## src/rtl/lsq_store_joiner.sv

```systemverilog
// Pairs store data and store addresses in arrival order and issues one registered write per pair,
// with in-flight write tracking. Define LSQ_STORE_JOINER_PERF_EN to add the stallCycles counter.
module lsq_store_joiner #(
  parameter int DATA_WIDTH      = 32,
  parameter int ADDR_WIDTH      = 32,
  parameter int FIFO_DEPTH      = 4,
  parameter int MAX_OUTSTANDING = 8
) (
  input  logic                  clk,
  input  logic                  rst,
  input  logic [DATA_WIDTH-1:0] dataIn,
  input  logic                  dataIn_valid,
  output logic                  dataIn_ready,
  input  logic [ADDR_WIDTH-1:0] addrIn,
  input  logic                  addrIn_valid,
  output logic                  addrIn_ready,
  output logic [ADDR_WIDTH-1:0] memAddr,
  output logic [DATA_WIDTH-1:0] memData,
  output logic                  memWrite_valid,
  input  logic                  memWrite_ready,
  input  logic                  memAck,
  output logic [7:0]            pending,
  output logic                  idle,
  output logic                  ackErr
`ifdef LSQ_STORE_JOINER_PERF_EN
  ,
  output logic [31:0]           stallCycles
`endif
);

  localparam int PTR_W = (FIFO_DEPTH > 1) ? $clog2(FIFO_DEPTH) : 1;
  localparam int CNT_W = PTR_W + 1;

  logic [DATA_WIDTH-1:0] d_mem_q [FIFO_DEPTH];
  logic [DATA_WIDTH-1:0] d_mem_d [FIFO_DEPTH];
  logic [ADDR_WIDTH-1:0] a_mem_q [FIFO_DEPTH];
  logic [ADDR_WIDTH-1:0] a_mem_d [FIFO_DEPTH];
  logic [PTR_W-1:0]      d_wptr_q, d_wptr_d, d_rptr_q, d_rptr_d;
  logic [PTR_W-1:0]      a_wptr_q, a_wptr_d, a_rptr_q, a_rptr_d;
  logic [CNT_W-1:0]      d_cnt_q, d_cnt_d, a_cnt_q, a_cnt_d;
  logic                  out_valid_q, out_valid_d;
  logic [ADDR_WIDTH-1:0] out_addr_q, out_addr_d;
  logic [DATA_WIDTH-1:0] out_data_q, out_data_d;
  logic [7:0]            pending_q, pending_d;
  logic                  ack_err_q, ack_err_d;

  logic       d_empty, a_empty, d_push, a_push, fire;
  logic       pairs_avail, room, load;
  logic [8:0] pending_sum, pending_next_excl;

  assign d_empty      = (d_cnt_q == '0);
  assign a_empty      = (a_cnt_q == '0);
  assign dataIn_ready = (d_cnt_q != CNT_W'(FIFO_DEPTH));
  assign addrIn_ready = (a_cnt_q != CNT_W'(FIFO_DEPTH));
  assign d_push       = dataIn_valid && dataIn_ready;
  assign a_push       = addrIn_valid && addrIn_ready;
  assign fire         = out_valid_q && memWrite_ready;

  // Projected occupancy after this cycle's issue/ack, clamped at zero; the throttle looks at this.
  assign pending_sum       = {1'b0, pending_q} + {8'd0, fire};
  assign pending_next_excl = (memAck && (pending_sum != '0)) ? pending_sum - 9'd1 : pending_sum;
  assign pairs_avail       = !d_empty && !a_empty && (!out_valid_q || fire);
  assign room              = (pending_next_excl < 9'(MAX_OUTSTANDING));
  assign load              = pairs_avail && room;

  always_comb begin
    d_mem_d  = d_mem_q;
    a_mem_d  = a_mem_q;
    d_wptr_d = d_wptr_q;
    a_wptr_d = a_wptr_q;
    d_rptr_d = d_rptr_q;
    a_rptr_d = a_rptr_q;
    if (d_push) begin
      d_mem_d[d_wptr_q] = dataIn;
      d_wptr_d          = d_wptr_q + PTR_W'(1);
    end
    if (a_push) begin
      a_mem_d[a_wptr_q] = addrIn;
      a_wptr_d          = a_wptr_q + PTR_W'(1);
    end
    if (load) begin
      d_rptr_d = d_rptr_q + PTR_W'(1);
      a_rptr_d = a_rptr_q + PTR_W'(1);
    end
    d_cnt_d = d_cnt_q + CNT_W'(d_push) - CNT_W'(load);
    a_cnt_d = a_cnt_q + CNT_W'(a_push) - CNT_W'(load);
  end

  always_comb begin
    out_valid_d = out_valid_q;
    out_addr_d  = out_addr_q;
    out_data_d  = out_data_q;
    if (load) begin
      out_valid_d = 1'b1;
      out_addr_d  = a_mem_q[a_rptr_q];
      out_data_d  = d_mem_q[d_rptr_q];
    end else if (fire) begin
      out_valid_d = 1'b0;
    end
    pending_d = pending_next_excl[7:0];
    ack_err_d = ack_err_q || (memAck && (pending_sum == '0));
  end

  always_ff @(posedge clk) begin
    d_mem_q <= d_mem_d;
    a_mem_q <= a_mem_d;
  end

  always_ff @(posedge clk or negedge rst) begin
    if (!rst) begin
      d_wptr_q    <= '0;
      d_rptr_q    <= '0;
      d_cnt_q     <= '0;
      a_wptr_q    <= '0;
      a_rptr_q    <= '0;
      a_cnt_q     <= '0;
      out_valid_q <= 1'b0;
      out_addr_q  <= '0;
      out_data_q  <= '0;
      pending_q   <= '0;
      ack_err_q   <= 1'b0;
    end else begin
      d_wptr_q    <= d_wptr_d;
      d_rptr_q    <= d_rptr_d;
      d_cnt_q     <= d_cnt_d;
      a_wptr_q    <= a_wptr_d;
      a_rptr_q    <= a_rptr_d;
      a_cnt_q     <= a_cnt_d;
      out_valid_q <= out_valid_d;
      out_addr_q  <= out_addr_d;
      out_data_q  <= out_data_d;
      pending_q   <= pending_d;
      ack_err_q   <= ack_err_d;
    end
  end

`ifdef LSQ_STORE_JOINER_PERF_EN
  logic [31:0] stall_q, stall_d;
  logic        stall_inc;

  // A stall is either back-pressure on a held request or a load held off only by the throttle.
  assign stall_inc = (out_valid_q && !memWrite_ready) || (pairs_avail && !room);

  always_comb begin
    stall_d = stall_q;
    if (stall_inc && (stall_q != 32'hFFFF_FFFF)) stall_d = stall_q + 32'd1;
  end

  always_ff @(posedge clk or negedge rst) begin
    if (!rst) stall_q <= '0;
    else      stall_q <= stall_d;
  end

  assign stallCycles = stall_q;
`endif

  assign memWrite_valid = out_valid_q;
  assign memAddr        = out_addr_q;
  assign memData        = out_data_q;
  assign pending        = pending_q;
  assign ackErr         = ack_err_q;
  assign idle           = d_empty && a_empty && !out_valid_q && (pending_q == '0);

endmodule

```

## config.mk

```make
export PLATFORM = sky130hd
export DESIGN_NAME = lsq_store_joiner
export DESIGN_NICKNAME = d
export VERILOG_FILES = /design/src/rtl/lsq_store_joiner.sv
export SDC_FILE = /design/constraint.sdc
export NUM_CORES = 1
export LEC_CHECK = 0
export BUFFER_PORTS_ARGS = -buffer_cell sky130_fd_sc_hd__buf_2
export CAP_MARGIN = 30
export CORE_ASPECT_RATIO = 1.75
export CORE_MARGIN = 5
export CORE_UTILIZATION = 40
export CTS_CLUSTER_SIZE = 12
export DETAILED_ROUTE_END_ITERATION = 16
export SYNTH_ARGS = -nofsm -noshare
export SYNTH_HDL_FRONTEND = slang
export SYNTH_SLANG_ARGS = --single-unit
```

## constraint.sdc

```tcl
create_clock -name clk -period 7.4 [get_ports clk]
set_input_delay 0.37 -clock clk [delete_from_list [all_inputs] [get_ports clk]]
set_output_delay 0.37 -clock clk [all_outputs]
set_load 0.005 [all_outputs]
```

==> out/summary.txt, run 1 <==
Post-synth ARST share - 0.256
die area - 37,100 sq um
WL final - 25,600 um
Die W - 148 um
post-cts resize count - 0
Static Leak - 0.00581 uW
initial core utilization - 0.403
Congestion Overflow GR - 0
filler cell count - 2,770
DRT Pass-1 Iters - 4
Pwr per Cell Area - 402 nW/um^2
Synth Area in Compound Gates - 0.00849
main combinational cell family by area after synthesis - multiplexers
reg2reg end - d_cnt_q[2]
worst setup path category - register to register
layout cells sized above 1 - 0.406
CP Max Fanout - 25
most used cell, CP - ha_1
Post-synth EDFFs - 256
Post-DP HPWL - 15,700 um
Final Skew - 0.0138 ns
dominant cells by area after synthesis - edfxtp_1 (58%), dfrtp_1 (17%), mux4_2 (11%)
slew at the pin closest to its max-slew limit - 0.943 ns
GRT Resource Usage Total - 0.141
cell depth of the worst flop-to-flop path - 18
reg2reg start - memWrite_valid
Final Max Slew Viols - 0
Synth top area share - 0.579
Post-Syn Instances - 641
slowest CP cell - or3_4
clock share of power - 0.264
clk_lat worst skew - 0.51 ns
sequential cell area fraction in the yosys report - 0.745
GP Congestion - 0.833
final hold viol count - 0
unrepaired setup endpoints after global routing - no
fin crit share - 0.617
placed insts - 1,171
post-DR wirelength/cell - 20.7 um
largest net degree at the start of global routing - 54
row count - 88
Critical Path AT - 4.96 ns
vias - 6,308
Post-Synth Simple-Gate Area - 0.0263
FF/Latch Area - 9890 sq um
largest area contributor in the netlist - edfxtp_1
Setup crit start - memWrite_valid
capture point of the worst path - d_cnt_q[2]
MaxCap Viol Count - 0
Internal Pwr Total - 4480 uW
Syn-to-layout area delta - 16.9%
worst vdd ir - 0.192 mV
PortBufs - 146
Hold Path Class - input port to register
multi-input logic area - 3180 sq um
sequential power share - 0.468
net count after synthesis - 729
CTS tree - yes
Syn Std Cell Area - 13,300 sq um
worst rel slew slack - 0.371
mux share of post-synthesis cell area - 0.170
detailed router's first-iteration violation count - 270
Hold Path Origin - addrIn[0]
Fin Hold WS - 0.0702 ns
CTS buffer count - 35
Synth Register Bits - 344
Post-CTS Setup Inserts - 0
commonest non-fill, non-tap cell in the layout - edfxtp_1
Warnings, synthesis - 0
crit end category - register
syn avg cell area - 20.7 sq um
cells along the critical path - and2_1 > ha_1 > ha_1 > xor2_1 > nor4bb_1 > nand2_1 > a2111oi_2 > xnor2_1 > or2_1 > or3_4 > inv_1 > ha_1 > inv_1 > ha_1 > inv_1 > fa_1 > xnor2_1 > xnor2_1
crit-path max cell delay - 0.61 ns
f_max - 0.219 GHz
crit start category - register
combinational fraction of design power - 0.268
first-pass GRT wire length - 40,200 um
worst reg2reg setup slack - 2.83 ns
CTS Root Cell - clkbuf_16
CP Data Required Time - 7.79 ns
sw power - 1760 uW
H-tree levels - 2
Synth Area in XOR/XNOR - 0.0152
Tmin final - 4.57 ns
outcome - complete, no violations
Clock transition at path regs - 0.07 ns
CTS sink cnt - 344
Final Non-Filler Cells - 1,236
Final nets - 892
vias in the first global route - 7,056
most frequent cells in the layout - edfxtp_1 (256), buf_2 (145), dfrtp_1 (85)
Max clock buf depth - 3
Setup Total Neg Slack - 0 ns
antenna violations before repair - 2
Core Box Area - 32,900 sq um
I/O pin total - 147
hold-fix buffers at CTS - 1
chip height - 251 um
switching share of power - 0.281
drt via density - 5.10
remaining routing DRC violations - 0
Post-Synth Adder-Cell Area - 0.0181
Top FF cell, synth - edfxtp_1
Final setup viols - 0
post-synthesis cell type count - 44
Antenna Nets Post-Route - 0
[sequential cells by signal, summed over array words and instances, names as in the netlist, 3 cells and up]
register	flops
pending	8
a_mem_q	128
a_cnt_q	3
d_cnt_q	3
memData	32
memAddr	32
d_mem_q	128
[cell usage after synthesis (3+ instances only)]
cell type	number
nand3_1	6
o21ai_0	3
mux4_2	64
ha_1	16
and2_1	4
xor2_1	7
nand2_1	14
buf_2	6
nor2_1	7
nor3_1	3
clkbuf_1	17
nand2b_1	3
xnor2_1	16
edfxtp_1	256
mux2_4	17
and3_1	9
inv_1	21
mux2_2	48
buf_6	4
dfrtp_1	88
[metrics by stage]
step / setup WS [ns] / power [uW] / utilization / area, sq um
after floorplan: 3.02 / 4060 / - / 13300
after global placement: 2.82 / 4670 / 0.438 / 14400
after detailed placement: 2.76 / 4710 / 0.439 / 14400
after CTS: 2.81 / 6390 / 0.471 / 15500
after global routing: 2.54 / 6630 / 0.471 / 15500
final: 2.83 / 6240 / 0.471 / 15500
[worst max-delay path, delay by kind of cell, from the launching register on]
family	cells	cell delay (ns)
buffers and inverters	3	0.26
DFF	1	0.40
xor gates and xnor gates	4	0.59
AOI/OAI and AO/OA	1	0.39
adders and majority gates	5	1.12
and+or+nand+nor	5	1.68
[cell type report]
class                   count  share of cell area
diodes                      1            0.000161
inverters                  21             0.00508
multi-input cells         249               0.205
flip-flops and latches    344               0.638
repair buffers            153              0.0516
clock inverters             4             0.00290
clock buffers              59              0.0650
well taps                 405              0.0327
[worst min-delay path by stage]
stage | endpoint | slack, ns | depth (start not counted)
floorplan | a_cnt_q[0] | 0.07 | 0
global placement | memData[21] | 0.41 | 1
detailed placement | memData[21] | 0.42 | 1
CTS | a_mem_q[86] | 0.03 | 1
global route | a_mem_q[96] | 0.04 | 1
finish | a_mem_q[96] | 0.07 | 1
[layer usage]
metal / part of all wire / routed length, um / GRT usage
met4: 0.029 / 744 / 0.0477
met1: 0.38 / 9690 / 0.159
met5: 0.00051 / 13 / 0
met2: 0.54 / 13900 / 0.262
met3: 0.047 / 1200 / 0.0296
[kinds of logic (layout without fill, tap and decap cells)]
| family | count (synthesis) | after routing |
|---|---|---|
| flops | 344 | 344 |
| mux | 131 | 131 |
| simple gates | 62 | 62 |
| buf+inv | 48 | 237 |
| xor+xnor | 23 | 23 |
| fa+ha+maj | 18 | 18 |
| compound gates | 15 | 15 |
| other cells | 0 | 1 |
[power by group through the flow]
stage | clock (uW) | combinational (uW) | sequential [uW]
final | 1650 | 1670 | 2920
after global routing | 1790 | 1850 | 2990
after CTS | 1710 | 1740 | 2940
after detailed placement | 0 | 1740 | 2970
after global placement | 0 | 1710 | 2960
after floorplan | 0 | 1210 | 2860
No activity file was read; power rests on OpenSTA's default activity.
==> run 2: changes to the inputs <==
--- a/config.mk
+++ b/config.mk
@@ -5,6 +5,7 @@
 export SDC_FILE = /design/constraint.sdc
 export NUM_CORES = 1
 export LEC_CHECK = 0
+export ABC_AREA = 1
 export BUFFER_PORTS_ARGS = -buffer_cell sky130_fd_sc_hd__buf_2
 export CAP_MARGIN = 30
 export CORE_ASPECT_RATIO = 1.75
==> constraint.sdc (replaced) <==
create_clock -name clk -period 4 [get_ports clk]
set_input_delay 0.2 -clock clk [delete_from_list [all_inputs] [get_ports clk]]
set_output_delay 0.2 -clock clk [all_outputs]
set_load 0.005 [all_outputs]
==> out/summary.txt, run 2 <==
I/O pin total - 147 (unchanged)
die area - 38,400 sq um (was 37,100 sq um)
top-count cell post-synth - edfxtp_1 (unchanged)
Syn-to-layout area delta - 23.3% (was 16.9%)
crit end category - register (unchanged)
critical path depth in cells - 24 (was 18)
reg2reg start - memWrite_valid (unchanged)
WL final - 33,400 um (was 25,600 um)
f_max - 0.289 GHz (was 0.219 GHz)
Final nets - 1,422 (was 892)
crit-path max cell delay - 0.40 ns (was 0.61 ns)
CTS buffer count - 37 (was 35)
CTS tree - yes (unchanged)
row count - 90 (was 88)
Final setup viols - 0 (unchanged)
reg2reg end - d_cnt_q[2] (unchanged)
H-tree levels - 2 (unchanged)
Top FF cell, synth - edfxtp_1 (unchanged)
Post-synth ARST share - 0.256 (unchanged)
commonest non-fill, non-tap cell in the layout - edfxtp_1 (unchanged)
fin crit share - 0.864 (was 0.617)
antenna violations before repair - 2 (unchanged)
post-DR wirelength/cell - 18.3 um (was 20.7 um)
GRT Resource Usage Total - 0.175 (was 0.141)
final worst slack - 0.544 ns (was 2.83 ns)
Setup crit start - memWrite_valid (unchanged)
largest registers - a_mem_q: 128 flops, d_mem_q: 128 flops (unchanged)
Synth Register Bits - 344 (unchanged)
Final Max Slew Viols - 0 (unchanged)
detailed router's first-iteration violation count - 495 (was 270)
most used cell, CP - inv_1 (was ha_1)
Critical Path AT - 3.86 ns (was 4.96 ns)
vias in the first global route - 9,773 (was 7,056)
Tmin final - 3.46 ns (was 4.57 ns)
outcome - complete, no violations (unchanged)
Post-CTS Setup Inserts - 0 (unchanged)
Hold Path Class - input port to asynchronous set/reset pin (was input port to register)
Syn Std Cell Area - 13,800 sq um (was 13,300 sq um)
first-pass GRT wire length - 52,700 um (was 40,200 um)
slowest CP cell - dfrtp_1 (was or3_4)
M2 GR Usage - 0.327 (was 0.262)
remaining routing DRC violations - 0 (unchanged)
critical path's top delay family - adder cells (was simple AND/OR/NAND/NOR gates)
final hold viol count - 0 (unchanged)
PortBufs - 146 (unchanged)
post-synthesis cell type count - 32 (was 44)
Static Leak - 0.00675 uW (was 0.00581 uW)
most frequent cells in the layout - edfxtp_1 (256), nand2_1 (187), buf_2 (145) (was edfxtp_1 (256), buf_2 (145), dfrtp_1 (85))
post-cts resize count - 0 (unchanged)
Post-DP HPWL - 19,500 um (was 15,700 um)
Final Skew - 0.0202 ns (was 0.0138 ns)
clk_lat worst skew - 0.52 ns (was 0.51 ns)
Die W - 150 um (was 148 um)
met1 Usage GRT - 0.199 (was 0.159)
drt via density - 5.12 (was 5.10)
worst setup path category - register to register (unchanged)
dominant cells by area after synthesis - edfxtp_1 (56%), dfrtp_1 (16%), nand2_1 (5.1%) (was edfxtp_1 (58%), dfrtp_1 (17%), mux4_2 (11%))
Warnings, synthesis - 0 (unchanged)
largest net degree at the start of global routing - 70 (was 54)
busiest grt layer - met2 (unchanged)
post-place setup slack - 0.549 ns (was 2.76 ns)
Antenna Nets Post-Route - 0 (unchanged)
cell depth of the worst flop-to-flop path - 24 (was 18)
synth cell count leaders - edfxtp_1 (256), nand2_1 (187), nor2_1 (148) (was edfxtp_1 (256), dfrtp_1 (88), mux4_2 (64))
Pwr per Cell Area - 779 nW/um^2 (was 402 nW/um^2)
Post-synth EDFFs - 256 (unchanged)
CTS Root Cell - clkbuf_16 (unchanged)
worst vdd ir - 0.497 mV (was 0.192 mV)
Post-Syn Instances - 1,130 (was 641)
layout cells sized above 1 - 0.179 (was 0.406)
CTS sink cnt - 344 (unchanged)
Setup Total Neg Slack - 0 ns (unchanged)
CP Data Required Time - 4.40 ns (was 7.79 ns)
capture point of the worst path - d_cnt_q[2] (unchanged)
Crit path buffers/inverters - 7 (was 3)
sequential cell area fraction in the yosys report - 0.718 (was 0.745)
net count after synthesis - 1,218 (was 729)
Congestion Overflow GR - 0 (unchanged)
worst reg2reg setup slack - 0.54 ns (was 2.83 ns)
syn avg cell area - 12.2 sq um (was 20.7 sq um)
Core Box Area - 34,200 sq um (was 32,900 sq um)
unrepaired setup endpoints after global routing - no (unchanged)
worst rel slew slack - 0.366 (was 0.371)
slew at the pin closest to its max-slew limit - 0.951 ns (was 0.943 ns)
crit start category - register (unchanged)
filler cell count - 3,082 (was 2,770)
vias - 9,333 (was 6,308)
Max clock buf depth - 3 (unchanged)
initial core utilization - 0.402 (was 0.403)
cells along the critical path - nand2_1 > inv_1 > ha_1 > ha_1 > inv_1 > ha_1 > nand2_1 > inv_1 > nand2_1 > nor2_4 > nand3_4 > nand2_4 > inv_2 > nand2_2 > nand2_1 > nor2_1 > nand4_4 > inv_1 > ha_1 > inv_1 > ha_1 > inv_1 > fa_1 > xnor2_1 (was and2_1 > ha_1 > ha_1 > xor2_1 > nor4bb_1 > nand2_1 > a2111oi_2 > xnor2_1 > or2_1 > or3_4 > inv_1 > ha_1 > inv_1 > ha_1 > inv_1 > fa_1 > xnor2_1 > xnor2_1)
met3 Track Usage GR - 0.0294 (was 0.0296)
DRT Pass-1 Iters - 5 (was 4)
GP Congestion - 0.827 (was 0.833)
chip height - 255 um (was 251 um)
Clock transition at path regs - 0.06 ns (was 0.07 ns)
Synth top area share - 0.558 (was 0.579)
largest area contributor in the netlist - edfxtp_1 (unchanged)
MaxCap Viol Count - 0 (unchanged)
CP Max Fanout - 8 (was 25)
==> run 2: area by class of cell <==
cell class              count  area (sq um)  share of cell area
flip-flops and latches    344          9890               0.583
multi-input cells         671          3460               0.204
repair buffers            234          1660              0.0979
clock buffers              58          1060              0.0623
well taps                 460           576              0.0339
inverters                  46           173              0.0102
clock inverters             9           150             0.00884
diodes                      2          5.00            0.000295
==> run 2: how the worst min path moves through the flow <==
| stage | endpoint | slack (ns) | cells after the start |
|---|---|---|---|
| 5_1_grt | pending[2] | 0.02 | 2 |
| 2_1_floorplan | a_cnt_q[0] | -0.1 | 0 |
| 6_report | pending[2] | 0.03 | 2 |
| 4_1_cts | ackErr | 0.02 | 3 |
| 3_3_place_gp | memAddr[25] | 0.38 | 1 |
| 3_5_place_dp | memAddr[20] | 0.39 | 1 |
==> run 2: layer usage <==
layer	routed length, um	part of all wire
met1	12800	0.38
met2	18300	0.55
met3	1420	0.042
met4	886	0.027
met5	0	0
==> run 2: through the flow <==
| stage | util | instances | hold WS [ns] | total power, uW | cell area (sq um) |
|---|---|---|---|---|---|
| floorplan | - | 1130 | -0.0956 | 8180 | 13800 |
| global placement | 0.438 | 1683 | 0.377 | 9750 | 15000 |
| detailed placement | 0.440 | 1688 | 0.395 | 9910 | 15100 |
| CTS | 0.495 | 1821 | 0.0156 | 13400 | 16900 |
| global route | 0.496 | 1824 | 0.0180 | 14100 | 17000 |
| finish | 0.496 | 1824 | 0.0291 | 13200 | 17000 |
==> run 2: power breakdown <==
group | total, uW | leakage (uW) | internal [uW] | switching (uW)
clock | 3410 | 0.000581 | 2080 | 1330
sequential | 5240 | 0.00343 | 4860 | 385
combinational | 4570 | 0.00274 | 1440 | 3120
total | 13200 | 0.00675 | 8380 | 4840
==> run 2: repair_timing <==
item | 4_1_cts | 5_1_grt
endpoints found under the setup margin | 0 | 0
hold buffers | 66 | 0
endpoints found under the hold margin | 322 | 0
==> run 2: cells by family (layout without fill, tap and decap cells) <==
kind of cell / after synthesis / after routing / share of synthesized area
and+or+nand+nor: 438 / 438 / 0.140
DFF: 344 / 344 / 0.718
AOI/OAI and AO/OA: 201 / 201 / 0.0794
buffers and inverters: 115 / 347 / 0.0355
adders and majority gates: 18 / 18 / 0.0174
xor gates and xnor gates: 13 / 13 / 0.00827
muxes: 1 / 1 / 0.000727
other: 0 / 2 / 0
==> run 3: changes to the inputs <==
--- a/config.mk
+++ b/config.mk
@@ -10,9 +10,10 @@
 export CAP_MARGIN = 30
 export CORE_ASPECT_RATIO = 1.75
 export CORE_MARGIN = 5
-export CORE_UTILIZATION = 40
+export CORE_UTILIZATION = 53
 export CTS_CLUSTER_SIZE = 12
 export DETAILED_ROUTE_END_ITERATION = 16
+export PLACE_DENSITY = 0.76
 export SYNTH_ARGS = -nofsm -noshare
 export SYNTH_HDL_FRONTEND = slang
 export SYNTH_SLANG_ARGS = --single-unit
==> constraint.sdc (replaced) <==
create_clock -name clk -period 4 [get_ports clk]
set_input_delay 0.2 -clock clk [delete_from_list [all_inputs] [get_ports clk]]
set_output_delay 0.2 -clock clk [all_outputs]
set_load 0.05 [all_outputs]
==> out/summary.txt, run 3 (synthesis results as in run 2) <==
CTS buffer count - 35 (was 37)
Critical Path AT - 3.86 ns (about the same)
vias in the first global route - 9,766 (was 9,773)
clock share of power - 0.213 (was 0.258)
Setup Total Neg Slack - 0 ns (unchanged)
reg2reg end - d_cnt_q[2] (unchanged)
critical path's top delay family - simple AND/OR/NAND/NOR gates (was adder cells)
final hold viol count - 0 (unchanged)
f_max - 0.291 GHz (was 0.289 GHz)
Pwr per Cell Area - 840 nW/um^2 (was 779 nW/um^2)
Clock transition at path regs - 0.06 ns (about the same)
Final setup viols - 0 (unchanged)
filler cell count - 1,888 (was 3,082)
vias - 9,471 (was 9,333)
slowest CP cell - dfrtp_1 (unchanged)
largest net degree at the start of global routing - 70 (unchanged)
Antenna Nets Post-Route - 0 (unchanged)
clk_lat worst skew - 0.51 ns (was 0.52 ns)
antenna violations before repair - 1 (was 2)
worst setup path category - register to register (unchanged)
worst vdd ir - 0.579 mV (was 0.497 mV)
Worst Hold Path Cells - 3
initial core utilization - 0.534 (was 0.402)
row count - 78 (was 90)
combinational fraction of design power - 0.413 (was 0.345)
commonest non-fill, non-tap cell in the layout - edfxtp_1 (unchanged)
outcome - complete, no violations (unchanged)
I/O pin total - 147 (unchanged)
Layout Utilization - 0.648 (was 0.496)
Setup crit start - memWrite_valid (unchanged)
reg2reg start - memWrite_valid (unchanged)
Die W - 132 um (was 150 um)
sw power - 5940 uW (was 4840 uW)
most frequent cells in the layout - edfxtp_1 (256), nand2_1 (187), buf_2 (145) (unchanged)
worst rel slew slack - 0.403 (was 0.366)
Final Skew - 0.0124 ns (was 0.0202 ns)
Syn-to-layout area delta - 21.3% (was 23.3%)
crit start category - register (unchanged)
Max clock buf depth - 3 (unchanged)
layout cells sized above 1 - 0.175 (was 0.179)
CTS sink cnt - 344 (unchanged)
GRT Resource Usage Total - 0.217 (was 0.175)
PortBufs - 146 (unchanged)
Crit path buffers/inverters - 7 (unchanged)
CP Max Fanout - 8 (unchanged)
Tmin final - 3.43 ns (was 3.46 ns)
MaxCap Viol Count - 0 (unchanged)
Hold Path Class - input port to register (was input port to asynchronous set/reset pin)
remaining routing DRC violations - 0 (unchanged)
WL final - 31,700 um (was 33,400 um)
CP Data Required Time - 4.43 ns (was 4.40 ns)
drt via density - 5.64 (was 5.12)
Congestion Overflow GR - 0 (unchanged)
GP Congestion - 0.849 (was 0.827)
CTS tree - yes (unchanged)
slew at the pin closest to its max-slew limit - 0.895 ns (was 0.951 ns)
Final Max Slew Viols - 0 (unchanged)
fin crit share - 0.858 (was 0.864)
DRT Pass-1 Iters - 5 (unchanged)
worst reg2reg setup slack - 0.57 ns (was 0.54 ns)
die area - 29,400 sq um (was 38,400 sq um)
Static Leak - 0.00669 uW (was 0.00675 uW)
unrepaired setup endpoints after global routing - no (unchanged)
switching share of power - 0.424 (was 0.366)
Final nets - 1,421 (was 1,422)
cell depth of the worst flop-to-flop path - 25 (was 24)
Post-DP HPWL - 19,000 um (was 19,500 um)
Core Box Area - 25,800 sq um (was 34,200 sq um)
Hold Path Origin - memAck
crit end category - register (unchanged)
H-tree levels - 2 (unchanged)
CTS Root Cell - clkbuf_16 (unchanged)
crit-path max cell delay - 0.40 ns (about the same)
post-DR wirelength/cell - 18.9 um (was 18.3 um)
first-pass GRT wire length - 50,800 um (was 52,700 um)
Internal Pwr Total - 8090 uW (was 8380 uW)
Hold Path Sink - ackErr
sequential power share - 0.375 (was 0.397)
chip height - 223 um (was 255 um)
largest registers - a_mem_q: 128 flops, d_mem_q: 128 flops (unchanged)
detailed router's first-iteration violation count - 558 (was 495)
## run 3: final cells by class
type | count | area [sq um] | share of cell area
multi-input combinational | 671 | 3460 | 0.207
tap | 320 | 400 | 0.0240
timing repair buffer | 235 | 1730 | 0.104
clock inverter | 2 | 13.8 | 0.000824
clock buffer | 61 | 1030 | 0.0614
sequential | 344 | 9890 | 0.592
antenna | 1 | 2.50 | 0.000150
inverter | 46 | 173 | 0.0103
## run 3: power groups by stage
stage | sequential (uW) | clock, uW | combinational (uW)
6_report | 5260 | 2990 | 5790
5_1_grt | 5350 | 3200 | 6330
4_1_cts | 5260 | 3040 | 5840
3_5_place_dp | 5310 | 0 | 5770
3_3_place_gp | 5300 | 0 | 5470
2_1_floorplan | 6470 | 0 | 2910
## run 3: per-layer routing
metal,GRT usage,vias to the layer above,part of all wire
met1,0.239,4638,0.36
met4,0.0824,0,0.031
met3,0.0323,67,0.052
met2,0.415,324,0.56
li1,-,4442,-
met5,0,-,0
## run 3: worst max path at each step
stage	slack [ns]	endpoint	cells after the start
global route	0.26	d_cnt_q[2]	20
floorplan	0.33	a_cnt_q[2]	21
finish	0.57	d_cnt_q[2]	25
CTS	0.53	d_cnt_q[2]	24
global placement	0.64	d_cnt_q[1]	24
detailed placement	0.55	d_cnt_q[2]	24
## run 3: stage by stage
| stage | hold slack [ns] | setup slack [ns] | total power (uW) | area (sq um) | std cells |
|---|---|---|---|---|---|
| after CTS | 0.0379 | 0.531 | 14100 | 16700 | 1679 |
| after global placement | 0.341 | 0.636 | 10800 | 14700 | 1538 |
| after floorplan | -0.0956 | 0.326 | 9380 | 13800 | 1130 |
| after detailed placement | 0.343 | 0.550 | 11100 | 15000 | 1550 |
| final | 0.0733 | 0.569 | 14000 | 16700 | 1680 |
| after global routing | 0.0577 | 0.258 | 14900 | 16700 | 1680 |
## run 3: tightest hold or removal path, cell delays in order
cell	delay, ns
buf_2	0.16
inv_1	0.09
o21bai_1	0.08
## run 3: what timing repair did
action	CTS	global route
endpoints found under the hold margin	312	0
setup buffers	0	0
setup endpoints to repair	0	0
hold buffers	66	0
gates resized for setup	0	0
